$ cat src/rtl/button_events.sv
// Turns a debounced button level into single-cycle press / release / long-press /
// auto-repeat events. One instance per button, fed directly by its debouncer.
module button_events #(
    parameter logic INVERT       = 1'b0,
    parameter int   CNT_WIDTH    = 24,
    parameter int   LONG_COUNT   = 1000000,
    parameter int   REPEAT_COUNT = 250000,
    parameter logic REPEAT_EN    = 1'b1
) (
    input  logic       clk,
    input  logic       rst,
    input  logic       level,
    input  logic       floating,
    output logic       press,
    output logic       key_release,
    output logic       long_press,
    output logic       key_repeat,
    output logic       held,
    output logic [1:0] state_dbg
);

    // "release" and "repeat" are language keywords, hence the key_ prefix on those ports.
    typedef enum logic [1:0] {
        IDLE   = 2'd0,
        HELD   = 2'd1,
        REPEAT = 2'd2
    } state_t;

    localparam logic [CNT_WIDTH-1:0] LONG_TC   = CNT_WIDTH'(LONG_COUNT - 1);
    localparam logic [CNT_WIDTH-1:0] REPEAT_TC = CNT_WIDTH'(REPEAT_COUNT - 1);

    state_t               state_q, state_d;
    logic [CNT_WIDTH-1:0] cnt_q, cnt_d;
    logic                 press_q, press_d;
    logic                 release_q, release_d;
    logic                 long_q, long_d;
    logic                 repeat_q, repeat_d;
    logic                 held_q, held_d;

    logic valid;
    logic pressed;

    assign valid   = ~floating;
    assign pressed = level ^ INVERT;

    always_comb begin
        state_d   = state_q;
        cnt_d     = cnt_q;
        press_d   = 1'b0;
        release_d = 1'b0;
        long_d    = 1'b0;
        repeat_d  = 1'b0;

        // Floating edges freeze everything, which stretches the hold intervals.
        if (valid) begin
            case (state_q)
                IDLE: begin
                    if (pressed) begin
                        state_d = HELD;
                        cnt_d   = '0;
                        press_d = 1'b1;
                    end
                end
                HELD: begin
                    if (!pressed) begin
                        state_d   = IDLE;
                        cnt_d     = '0;
                        release_d = 1'b1;
                    end else if (cnt_q == LONG_TC) begin
                        state_d = REPEAT;
                        cnt_d   = '0;
                        long_d  = 1'b1;
                    end else begin
                        cnt_d = cnt_q + CNT_WIDTH'(1);
                    end
                end
                REPEAT: begin
                    if (!pressed) begin
                        state_d   = IDLE;
                        cnt_d     = '0;
                        release_d = 1'b1;
                    end else if (REPEAT_EN) begin
                        if (cnt_q == REPEAT_TC) begin
                            cnt_d    = '0;
                            repeat_d = 1'b1;
                        end else begin
                            cnt_d = cnt_q + CNT_WIDTH'(1);
                        end
                    end else begin
                        cnt_d = '0;
                    end
                end
                default: begin
                    state_d = IDLE;
                    cnt_d   = '0;
                end
            endcase
        end

        // Registered from the next state so it rises with press and falls with release.
        held_d = (state_d != IDLE);
    end

    always_ff @(posedge clk or negedge rst) begin
        if (!rst) begin
            state_q   <= IDLE;
            cnt_q     <= '0;
            press_q   <= 1'b0;
            release_q <= 1'b0;
            long_q    <= 1'b0;
            repeat_q  <= 1'b0;
            held_q    <= 1'b0;
        end else begin
            state_q   <= state_d;
            cnt_q     <= cnt_d;
            press_q   <= press_d;
            release_q <= release_d;
            long_q    <= long_d;
            repeat_q  <= repeat_d;
            held_q    <= held_d;
        end
    end

    assign press       = press_q;
    assign key_release = release_q;
    assign long_press  = long_q;
    assign key_repeat  = repeat_q;
    assign held        = held_q;
    assign state_dbg   = state_q;

endmodule

$ cat config.mk
export PLATFORM = sky130hd
export DESIGN_NAME = button_events
export DESIGN_NICKNAME = d
export VERILOG_FILES = /design/src/rtl/button_events.sv
export SDC_FILE = /design/constraint.sdc
export NUM_CORES = 1
export LEC_CHECK = 0
export ABC_AREA = 1
export ABC_CLOCK_PERIOD_IN_PS = 1700
export CORE_MARGIN = 2
export CORE_UTILIZATION = 50
export CTS_CLUSTER_SIZE = 20
export DETAILED_ROUTE_END_ITERATION = 16
export MAX_ROUTING_LAYER = met4
export PLACE_DENSITY = 0.72
export SLEW_MARGIN = 20
export SYNTH_ARGS = -nofsm -noshare
export SYNTH_HDL_FRONTEND = slang
export SYNTH_SLANG_ARGS = --single-unit
export TNS_END_PERCENT = 5
$ cat constraint.sdc
create_clock -name clk -period 1.7 [get_ports clk]
set_clock_uncertainty 0.05 [all_clocks]
set_input_delay 0.51 -clock clk [delete_from_list [all_inputs] [get_ports clk]]
set_output_delay 0.51 -clock clk [all_outputs]
set_load 0.01 [all_outputs]
### After elaboration in Yosys (flattened, before gate mapping)

Index checks and enable logic that the tools add are counted.

* register bits after elaboration: 31
* input bits: 4
* logic and storage cells: 44

* add/sub/neg operators: 1
* equal/unequal tests: 5
* muxes and demuxes: 26
* bitwise operators: 1
* reduce and logical (&&, ||, !) cells: 4

Operators by type and width (count)
* $mux W24: 5
* $pmux W24 S3: 1
* $add A24 B1 Y24 const B: 1
* $eq A24 B18 Y1 const B: 1
* $eq A24 B20 Y1 const B: 1
* $mux W1: 14
* $mux W2: 5
* $pmux W2 S3: 1
* $eq A2 B1 Y1 const B: 1
* $eq A2 B2 Y1 const B: 1
* $logic_not A2 Y1: 1
* $ne A2 B2 Y1 const B: 1
* $reduce_and A2 Y1: 1
* $reduce_bool A2 Y1: 1
* $reduce_or A2 Y1: 1
* $not A1 Y1: 1

### Depth between registers and ports, before layout

Gate-level depths: netlist (run 1).

* depth in word-level cells: 6
* depth in mapped cells: 12

### Worst setup path before layout (run 1)

No wires, ideal clock.

* path kind: flip-flop to flip-flop
* start: register state_q[0], in the netlist state_dbg[0]
* end: register cnt_q[21]
* arrival time: 1536 ps
* data required time: 1573 ps
* slack: 37 ps
* stages on the path, launching flop included: 11
* path buffers: 0
* period minus slack after synthesis: 1663 ps
* cells stage by stage: dfrtp_1 -> inv_1 -> ha_1 -> inv_1 -> nor2_1 -> inv_1 -> nor2_1 -> inv_1 -> a21oi_1 -> nand3_1 -> o21ai_1

* longest elaborated chain between the ends: 3

RTL lines
* start: declaration: RTL line 32 `state_t state_q, state_d;`
* start signal: assignment: RTL line 114 `state_q <= state_d;`
* $logic_not A2 Y1: RTL line 56 `case (state_q)`
* $ne A2 B2 Y1 (no source line)
* $reduce_and A2 Y1 (no source line)
* end signal: assignment: RTL line 115 `cnt_q <= cnt_d;`
* end: declaration: RTL line 33 `logic [CNT_WIDTH-1:0] cnt_q, cnt_d;`

Parallel ways exist; a longest one is shown, timed or not.
A chain may end at the register's enable or synchronous reset.

### Final worst setup path (run 1)

* start: register state_q[0], in the netlist state_dbg[0]
* end: output port state_dbg[0]

RTL lines
* end: declaration: RTL line 19 `output logic [1:0] state_dbg`

No word-level cell between the ends.

==> flow_summary_export.csv, run 1 <==
group,metric,value,unit
run_status,status,"finished, final reports clean",
hold_path,hold_end,"cnt_q[23]",
routing,wire_per_inst,13.1,µm
clock_tree,ctsRootBufferMaster,"clkbuf_8",
floorplan,fp.coreArea,0.00429,mm²
finish,finalNetCount,346,
timing,finalHoldViolCount,0,
global_routing,grtUsageMet3,0.0476,
placed_design,numPortBuffers,10,
synth,yosysSeqAreaShare,0.355,
worst_setup_path,crit_slowest_cell,"dfrtp_1",
timing,fin_ws,49.9,ps
floorplan,row_count,24,
routing,viasPerCell,5.19,
clock_tree,clockBufferDepth,2,
placed_design,hpwl,3.97,mm
worst_setup_path,r2r_slack,130,ps
clock_tree,htreeDepth,2,
routing,first_pass_iters,4,
worst_setup_path,cp-start-kind,"flip-flop",
finish,most-common-layout-cells,"nand2_1 (65), nor2_1 (33), inv_1 (31)",
power,p_leak,0.00130,µW
clock_tree,clock-sinks,31,
synth,ys.flop_type,"dfrtp_1",
global_routing,grtUsageTotal,0.233,
global_routing,met2_usage,0.370,
global_routing,grt_most_used_layer,"met2",
worst_setup_path,crit_family,"buffers and inverters",
synth,synth_area,0.00218,mm²
timing,max_freq,606,MHz
timing,period_share,0.971,
global_routing,overflow,0,
flow_run,cap_violations,0,
finish,multi_input_area,0.00127,mm²
synth,synth-edff-count,0,
worst_setup_path,reg2reg_from,"cnt_q[1]",
timing,setup_tns,0,ps
floorplan,die_area,0.00491,mm²
synth,yosys_warnings,0,
routing,ant_nets,0,
timing,maxSlewViolCount,0,
finish,finalCoreUtilization,0.625,
worst_setup_path,endpoint_kind,"primary output",
timing,finalSetupViolCount,0,
power,powerDensity,658,mW/mm²
worst_setup_path,arrival,1090,ps
power,ir_drop,0.501,mV
finish,synthToLayoutAreaGrowth,23.0,%
worst_setup_path,rr_endpoint,"state_dbg[0]",
finish,register_area,779,µm²
timing,worst_pin_slew,254,ps
worst_setup_path,path_class,"reg2out",
synth,syn-num-nets,310,
timing,slew_headroom,0.831,
global_routing,grt.met1_usage,0.306,
timing,final.min_clock_period,1650,ps
timing,whs,493,ps
worst_setup_path,cpPeakStageDelay,370,ps
worst_setup_path,cp_cell_sequence,"buf_4, dlygate4sd2_1",
synth,synthDistinctLibCells,32,
routing,vias,2024,
power,power.total,1770,µW
global_routing,grt_max_degree,32,
finish,fillers,385,
timing,rsz0062_at_grt,"yes",
worst_setup_path,worstPathRequired,1140,ps
clock_tree,cts_hold_buf,0,
synth,ys_ff_latch,31,
worst_setup_path,reg2regPathDepth,10,
global_routing,antenna_found_initial,0,
clock_tree,path_clk_slew,70,ps
routing,drt_iter0_drc,111,
synth,syn_area_per_cell,7.25,µm²
placed_design,pre_cts_ws,-282,ps
hold_path,worstHoldStart,"cnt_q[23]",
finish,n_antenna_cell,0,
floorplan,ioPinCount,11,
worst_setup_path,path_max_fanout,6,
hold_path,whs_path_depth,2,
finish,drive_above_1_share,0.243,
finish,mostFrequentLayoutCell,"nand2_1",
synth,synthArstFlopShare,1.00,
routing,drc,0,
floorplan,fp.dieH,70.1,µm
floorplan,initial_core_util,0.508,
global_routing,first_global_vias,1962,
clock_tree,clock_latency,290,ps
clock_tree,cts_tree,"done",
worst_setup_path,critPathBufInv,2,
global_routing,grt_pass1_wl,8.89,mm
clock_tree,numCtsBuffers,5,
synth,netlist_instances,301,
floorplan,fp.dieW,70.1,µm
routing,wl,5.10,mm
hold_path,hold_class,"reg2reg",
placed_design,gp_congestion,0.949,
[layer usage]
layer  up-vias  part of all wire
li1       1049                 -
met1       934              0.48
met3         6             0.040
met2        35              0.47
met5         -                 0
met4         0             0.011
[tightest hold or removal path, stage by stage (launching register included)]
cell,delay [ps]
dfrtp_1,390
nand2_1,70
nand2_1,50
[registers in the layout, indices dropped and copies added, names as in the netlist]
signal	count
long_press	1
key_release	1
press	1
state_dbg	2
held	1
key_repeat	1
cnt_q	24
[cell type report]
class | instances | area share
clock inverter | 3 | 0.00559
multi-input combinational | 224 | 0.472
tap | 52 | 0.0242
clock buffer | 5 | 0.0256
inverter | 38 | 0.0541
timing repair buffer | 37 | 0.129
sequential | 31 | 0.290
[through the flow]
step | instances | cell area, µm²
floorplan | 301 | 2180
global placement | 380 | 2530
detailed placement | 380 | 2530
CTS | 388 | 2610
global route | 390 | 2690
finish | 390 | 2690
[power breakdown]
part           internal, µW  total [µW]  switching [µW]
Combinational           176         425             250
Clock                   279         559             279
Sequential              766         783            16.3
[logic make-up after synthesis]
family | Yosys count | synth area share
simple gates | 173 | 0.411
xor+xnor | 5 | 0.0201
compound gates | 41 | 0.100
fa+ha+maj | 5 | 0.0287
buf+inv | 46 | 0.0848
flops | 31 | 0.355
[synthesized netlist by cell type (2+ instances only)]
library cell,n,area share
buf_2,6,0.014
nor2_1,36,0.062
nand3_2,3,0.014
nand2_2,8,0.023
nor2_2,5,0.014
nor2_4,7,0.036
xor2_1,2,0.0080
inv_1,33,0.057
nor3_1,3,0.0069
ha_1,5,0.029
o211ai_1,2,0.0069
inv_2,4,0.0069
nand4_1,13,0.037
o21ai_0,5,0.011
nand3_1,23,0.053
a31oi_1,2,0.0057
nand2_1,66,0.11
a21oi_1,22,0.050
nand3_4,2,0.016
nand2_4,3,0.015
xnor2_1,3,0.012
o21ai_1,8,0.018
dfrtp_1,31,0.36
[what timing repair did]
action | CTS | global route
endpoints found under the setup margin | 4 | 29
pin swaps | 0 | 3
setup buffers | 0 | 2
resized for setup | 4 | 20
[how the worst max path moves through the flow]
stage / from / end / depth (start not counted)
after CTS: level / cnt_q[17] / 7
after floorplan: state_dbg[0] / cnt_q[21] / 10
final: state_dbg[0] / state_dbg[0] / 2
after detailed placement: level / cnt_q[17] / 7
after global placement: level / cnt_q[17] / 7
after global routing: cnt_q[1] / held / 10
(Power assumes the default switching activity.)
==> inputs of run 2 (changes only) <==
CORE_ASPECT_RATIO = 0.6   (was not set)
SKIP_CTS_REPAIR_TIMING = 1   (was not set)
==> flow_summary_export.csv, run 2 (same netlist as run 1, synthesis figures left out) <==
group,metric,value,unit
timing,slew_headroom,0.800,
finish,postLayoutCellArea,0.00273,mm²
worst_setup_path,path_max_fanout,4,
power,ir_drop,0.484,mV
finish,n_antenna_cell,0,
global_routing,grtUsageTotal,0.257,
power,p_leak,0.00135,µW
timing,finalHoldViolCount,0,
timing,setup_tns,0,ps
floorplan,initial_core_util,0.527,
finish,register_area,781,µm²
floorplan,ioPinCount,11,
floorplan,fp.dieH,55.2,µm
timing,maxSlewViolCount,0,
worst_setup_path,cpPeakStageDelay,370,ps
placed_design,pre_cts_ws,-263,ps
worst_setup_path,endpoint_kind,"flip-flop",
worst_setup_path,cp-start-kind,"flip-flop",
clock_tree,clock_latency,290,ps
routing,ant_nets,0,
global_routing,overflow,0,
worst_setup_path,cp_cell_sequence,"ha_2, nand3_4, nor2_4, nand3_2, nand2_1, nand2_1, nand2_1, nand2_1, nand2_1, nand3_1",
floorplan,row_count,18,
placed_design,place_area,0.00258,mm²
power,powerDensity,670,mW/mm²
placed_design,hpwl,4.42,mm
clock_tree,clockBufferDepth,2,
routing,drt_iter0_drc,212,
timing,finalSetupViolCount,0,
global_routing,first_global_vias,1807,
global_routing,antenna_found_initial,0,
finish,finalCoreUtilization,0.658,
finish,multi_input_area,0.00126,mm²
timing,worst_pin_slew,301,ps
routing,vias,2162,
flow_run,cap_violations,0,
floorplan,fp.dieW,89.3,µm
timing,max_freq,602,MHz
clock_tree,numCtsBuffers,5,
routing,viasPerCell,5.41,
placed_design,numPortBuffers,10,
hold_path,hold_class,"reg2reg",
clock_tree,clock-sinks,31,
timing,fin_ws,38.2,ps
finish,largest_reg_flops,24,
finish,synthToLayoutAreaGrowth,24.8,%
global_routing,grt_pass1_wl,8.87,mm
finish,mostFrequentLayoutCell,"nand2_1",
worst_setup_path,crit_slowest_cell,"dfrtp_1",
finish,finalNetCount,349,
routing,wire_per_inst,14.6,µm
run_status,status,"finished, final reports clean",
global_routing,grt_max_degree,32,
floorplan,fp.coreArea,0.00414,mm²
routing,first_pass_iters,5,
worst_setup_path,worstPathRequired,1820,ps
clock_tree,cts_tree,"done",
worst_setup_path,path_class,"reg2reg",
floorplan,die_area,0.00493,mm²
finish,largest_register,"cnt_q",
clock_tree,htreeDepth,2,
timing,period_share,0.978,
routing,wl,5.84,mm
finish,most-common-layout-cells,"nand2_1 (66), inv_1 (32), nor2_1 (32)",
timing,final.min_clock_period,1660,ps
clock_tree,ctsRootBufferMaster,"clkbuf_8",
timing,rsz0062_at_grt,"yes",
finish,fillers,374,
routing,drc,0,
placed_design,gp_congestion,0.906,
finish,drive_above_1_share,0.247,
clock_tree,path_clk_slew,70,ps
worst_setup_path,arrival,1780,ps
worst_setup_path,cp_common_cell,"nand2_1",
run 2: layout make-up:
class,count,share of cell area
clock buffer,6,0.0303
clock inverter,1,0.00184
inverter,38,0.0528
multi-input combinational,224,0.461
sequential,31,0.287
tap,60,0.0275
timing repair buffer,40,0.140
run 2: through the flow:
stage	cells	total power (µW)	hold slack (ps)
CTS	400	1820	498
global route	400	1910	531
floorplan	301	1010	164
global placement	393	1210	476
detailed placement	393	1210	481
finish	400	1830	505
run 2: power by group:
group          leakage, µW  switching, µW  internal, µW  total (µW)
sequential        0.000421           13.6           766         780
clock            0.0000470            286           317         603
combinational     0.000884            260           183         443
total              0.00135            560          1270        1830
run 2: final timing paths:
path | from | end | slack, ps | cells past startpoint
hold reg to reg | cnt_q[23] | cnt_q[23] | 510 | 2
min in group asynchronous | rst | cnt_q[22] | 530 | 2
hold / removal | cnt_q[23] | cnt_q[23] | 510 | 2
setup reg to reg | cnt_q[0] | held | 40 | 10
max in group asynchronous | rst | cnt_q[7] | 890 | 2
setup / recovery | cnt_q[0] | held | 40 | 10
run 2: worst max-delay path: cells and delay by family (launching register included):
| family | cells | cell delay, ps |
|---|---|---|
| and+or+nand+nor | 9 | 910 |
| adders and majority gates | 1 | 230 |
| DFF | 1 | 370 |
run 2: routing by layer:
| metal | vias up | track usage | routed length, µm | share of wire |
|---|---|---|---|---|
| met5 | - | - | 0 | 0 |
| li1 | 1053 | - | - | - |
| met2 | 92 | 0.341 | 2390 | 0.41 |
| met4 | 0 | 0.0746 | 55 | 0.0094 |
| met3 | 6 | 0.0549 | 470 | 0.081 |
| met1 | 1011 | 0.385 | 2920 | 0.50 |
